<file path="src/rtl/blink_meter_pkg.sv">
`default_nettype none
// ============================================================================
// Module      : blink_meter_pkg
// Description : Shared types and constants for the blink_meter receiver.
//               The state enum is used by the top-level FSM, and the
//               synchronizer depth by toggle_edge_sync.
// Revision    : 1.0 - initial release
// ============================================================================
package blink_meter_pkg;

  // Measurement FSM states
  typedef enum logic [1:0] {
    IDLE    = 2'd0,
    MEASURE = 2'd1,
    LOCKED  = 2'd2
  } meter_state_t;

  // Number of flops in the metastability synchronizer on led_in
  localparam int SYNC_DEPTH = 2;

endpackage
`default_nettype wire

</file>
<file path="src/rtl/toggle_edge_sync.sv">
`default_nettype none
// ============================================================================
// Module      : toggle_edge_sync
// Description : Brings the asynchronous led_in into the clk domain and flags
//               every transition, rising or falling, as a one-cycle edge_det.
//               Optional macro BLINK_METER_GLITCH_FILTER_EN adds a stability
//               stage that ignores pulses shorter than 2 cycles, at the cost
//               of one extra cycle of latency.
// Revision    : 1.0 - initial release
// ============================================================================
module toggle_edge_sync
  import blink_meter_pkg::*;
(
  input  logic clk,
  input  logic rst,
  input  logic led_in,
  output logic edge_det
);

  logic [SYNC_DEPTH-1:0] sync_chain;
  logic                  sync_level;

  // Metastability synchronizer; led_in enters at bit 0
  always_ff @(posedge clk or posedge rst) begin
    if (rst) sync_chain <= '0;
    else     sync_chain <= {sync_chain[SYNC_DEPTH-2:0], led_in};
  end

  assign sync_level = sync_chain[SYNC_DEPTH-1];

`ifdef BLINK_METER_GLITCH_FILTER_EN
  logic stable_q;
  logic filt_level;
  logic settled;

  // Level is trusted only once it has matched over two consecutive samples
  assign settled = (sync_level == stable_q);

  // One-cycle history of the synchronized level
  always_ff @(posedge clk or posedge rst) begin
    if (rst) stable_q <= 1'b0;
    else     stable_q <= sync_level;
  end

  // Filtered level; doubles as the previous-value flop for edge detection
  always_ff @(posedge clk or posedge rst) begin
    if (rst)          filt_level <= 1'b0;
    else if (settled) filt_level <= stable_q;
  end

  assign edge_det = settled && (stable_q != filt_level);
`else
  logic prev_level;

  // Previous synchronized level for edge comparison
  always_ff @(posedge clk or posedge rst) begin
    if (rst) prev_level <= 1'b0;
    else     prev_level <= sync_level;
  end

  assign edge_det = (sync_level != prev_level);
`endif

endmodule
`default_nettype wire

</file>
<file path="src/rtl/blink_meter.sv">
`default_nettype none
// ============================================================================
// Module      : blink_meter
// Description : Measures the half-period of a toggling line and reports a
//               sample per edge, steady-rate lock and stuck-line status.
//               Optional macro BLINK_METER_GLITCH_FILTER_EN enables the
//               glitch filter inside toggle_edge_sync.
// Revision    : 1.0 - initial release
// ============================================================================
module blink_meter
  import blink_meter_pkg::*;
#(
  parameter int N          = 24,
  parameter int CNT_W      = 16,
  parameter int TOL        = 1,
  parameter int LOCK_COUNT = 4,
  parameter int TIMEOUT    = 4 * N
) (
  input  logic             clk,
  input  logic             rst,
  input  logic             led_in,
  output logic [CNT_W-1:0] half_period,
  output logic             sample_valid,
  output logic             locked,
  output logic             stuck
);

  localparam int               MATCH_W     = $clog2(LOCK_COUNT + 1);
  localparam logic [CNT_W:0]   N_EXT       = (CNT_W+1)'(N);
  localparam logic [CNT_W:0]   TOL_EXT     = (CNT_W+1)'(TOL);
  localparam logic [CNT_W-1:0] TIMEOUT_PRE = CNT_W'(TIMEOUT - 1);
  localparam logic [CNT_W-1:0] CNT_MAX     = '1;
  localparam logic [CNT_W-1:0] CNT_ONE     = CNT_W'(1);
  localparam logic [MATCH_W-1:0] LOCK_MAX  = MATCH_W'(LOCK_COUNT);
  localparam logic [MATCH_W-1:0] MATCH_ONE = MATCH_W'(1);

  meter_state_t       state, state_nxt;
  logic [MATCH_W-1:0] match_cnt, match_nxt;
  logic [CNT_W-1:0]   cnt;
  logic [CNT_W-1:0]   sample;
  logic [CNT_W:0]     sample_ext;
  logic [CNT_W:0]     diff;
  logic               is_match;
  logic               edge_det;
  logic               timeout_hit;
  logic               take_sample;

  toggle_edge_sync u_sync (
    .clk      (clk),
    .rst      (rst),
    .led_in   (led_in),
    .edge_det (edge_det)
  );

  // Cycles between edges: the count before the edge plus the edge cycle itself
  assign sample     = (cnt == CNT_MAX) ? CNT_MAX : cnt + CNT_ONE;
  assign sample_ext = {1'b0, sample};
  // One extra bit keeps the absolute difference from wrapping
  assign diff       = (sample_ext >= N_EXT) ? (sample_ext - N_EXT) : (N_EXT - sample_ext);
  assign is_match   = (diff <= TOL_EXT);
  // An edge in the same cycle takes precedence over the timeout
  assign timeout_hit = !edge_det && (cnt == TIMEOUT_PRE);

  // Saturating cycle counter, cleared by each edge
  always_ff @(posedge clk or posedge rst) begin
    if (rst)                 cnt <= '0;
    else if (edge_det)       cnt <= '0;
    else if (cnt != CNT_MAX) cnt <= cnt + CNT_ONE;
  end

  // FSM state and consecutive-match counter registers
  always_ff @(posedge clk or posedge rst) begin
    if (rst) begin
      state     <= IDLE;
      match_cnt <= '0;
    end else begin
      state     <= state_nxt;
      match_cnt <= match_nxt;
    end
  end

  // Next-state, match tracking and sample decision
  always_comb begin
    state_nxt   = state;
    match_nxt   = match_cnt;
    take_sample = 1'b0;
    if (edge_det) begin
      case (state)
        IDLE: begin
          state_nxt = MEASURE;
        end
        MEASURE: begin
          take_sample = 1'b1;
          if (is_match) begin
            match_nxt = (match_cnt == LOCK_MAX) ? LOCK_MAX : match_cnt + MATCH_ONE;
            if (match_nxt == LOCK_MAX) state_nxt = LOCKED;
          end else begin
            match_nxt = '0;
          end
        end
        LOCKED: begin
          take_sample = 1'b1;
          if (!is_match) begin
            match_nxt = '0;
            state_nxt = MEASURE;
          end
        end
        default: begin
          state_nxt = IDLE;
          match_nxt = '0;
        end
      endcase
    end else if (timeout_hit) begin
      state_nxt = IDLE;
      match_nxt = '0;
    end
  end

  // Registered outputs: sample strobe/value, lock decode and stuck flag
  always_ff @(posedge clk or posedge rst) begin
    if (rst) begin
      half_period  <= '0;
      sample_valid <= 1'b0;
      locked       <= 1'b0;
      stuck        <= 1'b0;
    end else begin
      sample_valid <= take_sample;
      if (take_sample) half_period <= sample;
      locked <= (state_nxt == LOCKED);
      if (edge_det)         stuck <= 1'b0;
      else if (timeout_hit) stuck <= 1'b1;
    end
  end

endmodule
`default_nettype wire

</file>
<file path="config.mk">
export PLATFORM = sky130hd
export DESIGN_NAME = blink_meter
export DESIGN_NICKNAME = d
export VERILOG_FILES = /design/src/rtl/blink_meter_pkg.sv /design/src/rtl/toggle_edge_sync.sv /design/src/rtl/blink_meter.sv
export SDC_FILE = /design/constraint.sdc
export NUM_CORES = 1
export LEC_CHECK = 0
export ABC_CLOCK_PERIOD_IN_PS = 9600
export CAP_MARGIN = 10
export CORE_UTILIZATION = 32
export DETAILED_ROUTE_END_ITERATION = 12
export SYNTH_ARGS = -nofsm -noshare
export SYNTH_HDL_FRONTEND = slang
export SYNTH_HIERARCHICAL = 1
export SYNTH_SLANG_ARGS = --single-unit
</file>
<file path="constraint.sdc">
create_clock -name clk -period 9.6 [get_ports clk]
set_input_delay 1.92 -clock clk [delete_from_list [all_inputs] [get_ports clk]]
set_output_delay 1.92 -clock clk [all_outputs]
set_load 0.1 [all_outputs]
</file>
; ---- Word-level counts from Yosys, hierarchy flattened
; Cells that the tools add are included.
[classes]
n_addsub = 4
mux = 20
eq_ne = 11
magnitude_cmp = 2
n_reduce_logical = 7
[op_table]
columns = operator, count
row1 = 16-bit 2-to-1 mux, 3
row2 = "17-bit by 1-bit <= comparator with 1-bit output, second input constant", 1
row3 = 17-bit 2-to-1 mux, 1
row4 = "16-bit by 5-bit subtractor with 17-bit output, second input constant", 1
row5 = "5-bit by 16-bit subtractor with 17-bit output, first input constant", 1
row6 = "16-bit by 1-bit adder with 16-bit output, second input constant", 1
row7 = "16-bit == test, second input constant", 1
row8 = "16-bit by 7-bit == test with 1-bit output, second input constant", 1
row9 = "16-bit by 5-bit >= comparator with 1-bit output, second input constant", 1
row10 = "16-bit != test, second input constant", 1
row11 = 3-bit 2-to-1 mux, 5
row12 = 2-bit 2-to-1 mux, 5
row13 = 3-bit case mux with 3 select lines, 1
row14 = "3-bit == test, second input constant", 2
row15 = 2-bit case mux with 3 select lines, 1
row16 = "2-bit == test, second input constant", 2
row17 = 1-bit 2-to-1 mux, 4
row18 = 2-bit nonzero test, 2
row19 = "3-bit by 1-bit adder with 3-bit output, second input constant", 1
row20 = "3-bit != test, second input constant", 1
row21 = 3-bit AND reduction, 1
row22 = "2-bit by 1-bit == test with 1-bit output, second input constant", 1
row23 = 2-bit zero test, 1
row24 = "2-bit != test, second input constant", 1
row25 = 4 further kinds, 4
[totals]
output_inout_bits = 19
input_bits = 3
regBits = 43

; ---- Depth between registers and ports, before layout
; Gate-level depths: netlist of run 1.
[depth]
depth_word = 9
depth_mapped = 17

; ---- Cells and area by module
; Netlist of run 1, hierarchy kept.
[by_module_without_submodules]
columns = mod, area_each_um2, cells_each, seq_area_each_um2, instances
row1 = blink_meter, 2808.9, 328, 1001.0, 1
row2 = toggle_edge_sync, 87.6, 5, 75.1, 1

; ---- Worst setup path before layout of run 1
; OpenSTA, ideal clock, no wires.
[synth_path]
path_kind = register to register
from = register cnt[0]
to = register locked
period_less_slack_ns = 3.923
path_slack_ns = 5.677
path_buffers = 2
path_stages_with_launch = 17
arrival_ns = 3.856
required_ns = 9.533
cell_sequence = dfrtp_1 -> ha_1 -> buf_6 -> and4_1 -> buf_6 -> nand3_1 -> and2_1 -> inv_1 -> ha_1 -> o21bai_1 -> or4_4 -> nand3b_4 -> or3_4 -> o41ai_2 -> a22oi_2 -> o31ai_4 -> o2111a_1
[synth_via]
elab_chain_cells = 9
elab_cells_between_ends = 16
[synth_lines]
columns = element, line
row1 = start: declaration, blink_meter.sv:39  ; logic [CNT_W-1:0] cnt;
row2 = start signal: assignment, blink_meter.sv:68  ; else if (cnt != CNT_MAX) cnt <= cnt + CNT_ONE;
row3 = 16-bit by 1-bit adder with 16-bit output or 16-bit == test (tied branches), blink_meter.sv:56  ; assign sample = (cnt == CNT_MAX) ? CNT_MAX : cnt + CNT_ONE;
row4 = 16-bit 2-to-1 mux (*), blink_meter.sv:56
row5 = named net sample[3], blink_meter.sv:40  ; logic [CNT_W-1:0] sample;
row6 = "5-bit by 16-bit subtractor with 17-bit output, or another cell as far along", blink_meter.sv:59  ; assign diff = (sample_ext >= N_EXT) ? (sample_ext - N_EXT) : (N_EXT - sample_ext);
row7 = 17-bit 2-to-1 mux (*), blink_meter.sv:59
row8 = 17-bit by 1-bit <= comparator with 1-bit output (*), blink_meter.sv:60  ; assign is_match = (diff <= TOL_EXT);
row9 = "2-bit 2-to-1 mux, on equally long branches", "blink_meter.sv:103, blink_meter.sv:94"
row10 = 2-bit case mux with 3 select lines (*), blink_meter.sv:88  ; case (state)
row11 = 2-bit 2-to-1 mux (*), blink_meter.sv:87  ; if (edge_det) begin
row12 = named net state_nxt[1], blink_meter.sv:37  ; meter_state_t state, state_nxt;
row13 = 2-bit == test (*), blink_meter.sv:129  ; locked <= (state_nxt == LOCKED);
row14 = end signal: assignment, blink_meter.sv:129
row15 = end: declaration, blink_meter.sv:24  ; output logic locked,
; The timed path passes the listed nets; every way through them passes the cells marked *.
; A chain may end at the register's enable or synchronous reset.

; ---- Worst setup path after layout of run 1
; Same ends and word-level chain as after synthesis.

==> flow_summary.ini, run 1 <==
[outcome]
status = finished clean

[placed_design]
hpwl_mm = 5.22
dpl_cell_area_um2 = 3160
numPortBuffers = 21
gp_congestion = 0.931

[critical_path]
reg2reg_depth = 14
cp.required_ps = 9830
ff2ff_setup_slack_ps = 5220
cp-endpoint = locked
r2r_end = locked
endpoint_kind = flip-flop
cp_cell_sequence = ha_1 -> and4_1 -> nand3_1 -> and2_1 -> inv_1 -> ha_1 -> o21bai_1 -> or4_4 -> nand3b_4 -> or3_4 -> o41ai_2 -> a22oi_2 -> o31ai_4 -> o2111a_1
slowest_stage = dfrtp_1
crit_fanout = 9
crit_type = flip-flop to flip-flop
cpPeakStageDelay_ps = 480
worstSetupStartpointType = flip-flop
startpoint = cnt[0]
crit_arrival_ps = 4610
reg2reg_from = cnt[0]
cp_common_cell = ha_1

[drt]
antenna_left = 0
routed_wl_mm = 7.01
dr.pass1.iters = 4
wire_per_inst_um = 15.4
drc = 0
vias = 2525
viasPerCell = 5.55
drt_iter0_drc = 299

[logic_synthesis]
yosysSeqAreaShare_pct = 37.1
yosys_warnings = 6
synth_commonest_cells = dfrtp_1 (43), nand2_1 (41), nor2_1 (31), o21ai_0 (25), a21oi_1 (16)
syn_nets = 346
synth_ff_type = dfrtp_1
ys_ff_latch = 43
synth_area_leader_cell = dfrtp_1
synth_edf_count = 0
synth-async-reset-ratio_pct = 100
yosysMostFrequentCell = dfrtp_1
synthTopCellsByArea = dfrtp_1 (37%), nand2_1 (5.3%), ha_1 (4.3%)
ys_types = 63
syn_inst = 333
syn_avg_cell_area_um2 = 8.70
synth_top_area_share_pct = 37.1
syn_area_um2 = 2900

[global_route]
track_usage_pct = 15.7
antenna_found_initial = 0
grt_pass1_vias = 2380
grt_max_degree = 41
grt_first_pass_wirelength_mm = 12.1
overflow = 0

[die]
start_util_pct = 33.1
die_w_um = 97.1
core-area_um2 = 8760
die-area_um2 = 9440
num_rows = 34
io_pins = 22
die_h_um = 97.1

[power_and_ir_drop]
power.density_nw_per_um2 = 147
leakage_nw = 1.41
peakVddDrop_mv = 0.124

[hold_path]
hp-class = flip-flop to flip-flop
holdPathStages = 0

[final_layout]
nNetsFinal = 359
area_delta_synth_final_pct = 12.6
design_area_um2 = 3260
diodes = 0
fillers = 941
drive_above_1_share_pct = 7.78

[sta]
finalSetupViolCount = 0
fmax_mhz = 228
maxSlewViolCount = 0
finClkSkew_ps = 9.86
fin_crit_ps = 4380
relSlewSlack_pct = 34.0
final-hold-violation-count = 0
tightest_slew_ps = 986
grt_setup_unrepaired = no
period_share_pct = 45.6
tns_ps = 0

[clock_tree]
clockRootBuffer = clkbuf_8
h-tree-depth = 2
path_clk_slew_ps = 90
cts_resized = 0
cts_setup_buffers = 0
clk_latency_ps = 300
cts_hold_buf = 0
cts.sinks = 43
numCtsBuffers = 5
cts_tree = done
clockBufferDepth = 2

[run]
max_cap_violations = 0
[where the power goes]
group          leakage, nW  internal [mW]  total [mW]  switching [mW]
Combinational        0.777         0.0408       0.151           0.110
Sequential           0.583          0.193       0.205          0.0117
Clock               0.0474         0.0588       0.125          0.0661
[sequential cells by signal, indices dropped and copies added (netlist names)]
register,count
half_period,16
u_sync/sync_chain,2
state,2
stuck,1
locked,1
sample_valid,1
u_sync/prev_level,1
cnt,16
match_cnt,3
[cells in the final DEF (no fill, tap or decap), drive strengths merged, types with 2 or more instances in the layout]
master,n
nor4,4
and3,6
mux2,3
nand3,15
o21ai,28
a21o,4
a41oi,2
nor4b,4
a21oi,16
a31o,2
nand4,12
inv,11
nor3,7
xor2,7
mux2i,2
o211ai,2
nor2,32
and4,5
nand2,41
and2,7
clkbuf,6
nor2b,3
nand3b,7
o21a,2
o22ai,3
o21bai,3
nor3b,2
a211oi,2
dfrtp,43
nand4b,2
ha,10
o31ai,2
buf,2
or3,2
a31oi,3
xnor2,7
clkdlybuf4s50,21
[area by class of cell]
class / instances / area (um^2) / share of cell area (%)
clock buffer: 6 / 82.6 / 2.53
clock inverter: 2 / 16.3 / 0.499
inverter: 11 / 41.3 / 1.27
multi-input combinational: 262 / 1680 / 51.7
sequential: 43 / 1080 / 33.0
tap: 108 / 135 / 4.14
timing repair buffer: 23 / 225 / 6.91
[layer usage]
metal | wire length [um] | up-vias | GRT usage [%]
met3 | 313 | 4 | 2.16
li1 | - | 1227 | -
met2 | 3180 | 70 | 24.1
met4 | 60 | 0 | 3.67
met1 | 3460 | 1224 | 23.2
met5 | 0 | - | 0
[logic make-up (layout without fill, tap and decap cells)]
kind of cell / after synthesis / after routing / share of synthesized area [%]
flip-flops: 43 / 43 / 37.1
multiplexers: 5 / 5 / 1.86
buffers and inverters: 28 / 42 / 4.71
adder cells (fa/ha/maj): 10 / 10 / 4.32
AND/OR/NAND/NOR: 153 / 153 / 28.5
AO/OA/AOI/OAI: 80 / 80 / 18.6
XOR/XNOR: 14 / 14 / 4.88
[how the worst min path moves through the flow]
stage,end,startpoint,slack (ps)
3_3_place_gp,u_sync/sync_chain[1],u_sync/sync_chain[0],350
3_5_place_dp,u_sync/sync_chain[1],u_sync/sync_chain[0],340
6_report,u_sync/sync_chain[1],u_sync/sync_chain[0],360
4_1_cts,u_sync/sync_chain[1],u_sync/sync_chain[0],370
2_1_floorplan,u_sync/sync_chain[1],u_sync/sync_chain[0],330
5_1_grt,u_sync/sync_chain[1],u_sync/sync_chain[0],370
[critical path, delay by kind of cell (launching register included)]
kind / cells / cell delay (ps)
DFF: 1 / 480
buffers and inverters: 1 / 100
adders and majority gates: 2 / 590
and+or+nand+nor: 6 / 1900
AOI/OAI and AO/OA: 5 / 1250
[metrics by stage]
| step | worst slack [ps] | utilization, % | hold slack [ps] | std cells | power [mW] |
|---|---|---|---|---|---|
| finish | 5220 | 37.2 | 360 | 455 | 0.480 |
| global route | 4970 | 37.2 | 372 | 455 | 0.507 |
| CTS | 5250 | 37.2 | 367 | 455 | 0.485 |
| detailed placement | 5280 | 36.1 | 336 | 447 | 0.359 |
| global placement | 5440 | 36.1 | 346 | 447 | 0.357 |
| floorplan | 5680 | - | 331 | 333 | 0.325 |
Note: power is estimated with default switching activity, not from simulation.
==> run 2, diff against run 1 <==
- ABC_CLOCK_PERIOD_IN_PS: 9600 -> 4300
- clock period: 9.6 -> 4.3 ns (I/O delays scaled with it)
==> run 2 against run 1 <==
Effect of this change: critical path depth unchanged; via count up 0.12%; core utilization rose by 0.44 points; routed wire length is 2.0% higher; non-clock buffer count increased by 7; die area stayed put; sequential share of layout area is 0.39 points lower.
==> flow_summary.ini, run 2 (synthesis gave the netlist of run 1 again) <==
[sta]
finClkSkew_ps = 9.80
tightest_slew_ps = 975
maxSlewViolCount = 0
relSlewSlack_pct = 34.8
fin_crit_ps = 4020
final-hold-violation-count = 0
fmax_mhz = 249
period_share_pct = 93.4
finalSetupViolCount = 0
tns_ps = 0
grt_setup_unrepaired = no

[die]
num_rows = 34
die_h_um = 97.1
core-area_um2 = 8760
io_pins = 22
start_util_pct = 33.1
die-area_um2 = 9440
die_w_um = 97.1

[drt]
viasPerCell = 5.47
antenna_left = 0
wire_per_inst_um = 15.5
drt_iter0_drc = 214
dr.pass1.iters = 4
vias = 2528
drc = 0
routed_wl_mm = 7.15

[clock_tree]
clk_latency_ps = 300
path_clk_slew_ps = 90
clockBufferDepth = 2
cts_setup_buffers = 0
cts.sinks = 43
h-tree-depth = 2
clockRootBuffer = clkbuf_8
cts_tree = done
cts_hold_buf = 0
numCtsBuffers = 5
cts_resized = 0

[critical_path]
crit_type = flip-flop to flip-flop
crit_arrival_ps = 4250
endpoint_kind = flip-flop
worstSetupStartpointType = flip-flop
crit_fanout = 9
cp.required_ps = 4530

[global_route]
grt_max_degree = 41
grt_pass1_vias = 2444
track_usage_pct = 15.9
antenna_found_initial = 0
grt_first_pass_wirelength_mm = 12.2
overflow = 0

[power_and_ir_drop]
leakage_nw = 1.44
peakVddDrop_mv = 0.263
power.density_nw_per_um2 = 321

[final_layout]
diodes = 0
layout_commonest_cell = dfrtp_1
fillers = 877
area_delta_synth_final_pct = 13.9
layout_common_cells = dfrtp_1 (43), nand2_1 (41), nor2_1 (31)
nNetsFinal = 366
instances_no_fill = 462
reg.largest.list = cnt x16, half_period x16, match_cnt x3
drive_above_1_share_pct = 9.32

[placed_design]
numPortBuffers = 21
gp_congestion = 0.931
hpwl_mm = 5.23
dp.cells = 454

[hold_path]
hp-class = flip-flop to flip-flop

[outcome]
status = finished clean

[run]
max_cap_violations = 0
==> run 2: changes by cell type in the layout (fill, tap and decap cells not counted), sizes merged <==
| cell | previous run | this run |
|---|---|---|
| buf | 2 | 9 |
==> run 2: through the flow <==
step | worst slack, ps | hold slack, ps | total power [mW] | cell area [um^2] | util [%]
2_1_floorplan | 377 | 331 | 0.725 | 2900 | -
3_3_place_gp | 446 | 350 | 0.802 | 3210 | 36.7
3_5_place_dp | 354 | 338 | 0.805 | 3210 | 36.7
4_1_cts | 295 | 368 | 1.07 | 3300 | 37.6
5_1_grt | 23.2 | 371 | 1.12 | 3300 | 37.6
6_report | 282 | 360 | 1.06 | 3300 | 37.6
==> run 2: final timing paths <==
| path | from | to | slack (ps) | cells past startpoint |
|---|---|---|---|---|
| max | cnt[0] | locked | 280 | 14 |
| min | u_sync/sync_chain[0] | u_sync/sync_chain[1] | 360 | 0 |
| max reg2reg | cnt[0] | locked | 280 | 14 |
| min reg2reg | u_sync/sync_chain[0] | u_sync/sync_chain[1] | 360 | 0 |
| max in group asynchronous | rst | cnt[10] | 2940 | 3 |
| min in group asynchronous | rst | u_sync/sync_chain[0] | 740 | 2 |
==> run 2: metal layers <==
metal | vias up | share of wire (%) | global-route usage [%]
met5 | - | 0 | 0
met3 | 16 | 3.7 | 2.81
met4 | 0 | 2.3 | 5.63
li1 | 1245 | - | -
met1 | 1206 | 50 | 22.6
met2 | 61 | 44 | 24.2
==> run 2: area by class of cell <==
| cell class | instances | area [um^2] | area share [%] |
|---|---|---|---|
| clock buffer | 6 | 72.6 | 2.20 |
| clock inverter | 2 | 12.5 | 0.379 |
| inverter | 11 | 41.3 | 1.25 |
| multi-input combinational | 262 | 1680 | 51.0 |
| sequential | 43 | 1080 | 32.6 |
| tap | 108 | 135 | 4.10 |
| timing repair buffer | 30 | 278 | 8.42 |
==> run 2: worst max-delay path: stages (launching register included) <==
cell	delay (ps)
dfrtp_1	470
ha_1	240
and4_1	290
nand3_1	130
and2_1	210
inv_1	90
ha_1	220
o21bai_1	180
or4_4	440
nand3b_4	190
or3_4	440
o41ai_2	350
a22oi_2	190
o31ai_4	300
o2111a_1	210
==> run 2: report_power, final <==
group	internal (mW)	leakage [nW]	total [mW]	switching, mW
logic	0.0958	0.810	0.344	0.248
clock network	0.114	0.0412	0.261	0.147
registers	0.431	0.583	0.454	0.0239
==> run 3, diff against run 2 <==
- TNS_END_PERCENT: unset -> 100
==> results of run 3 <==
Final layout, timing and power as in run 2 (identical DEF).
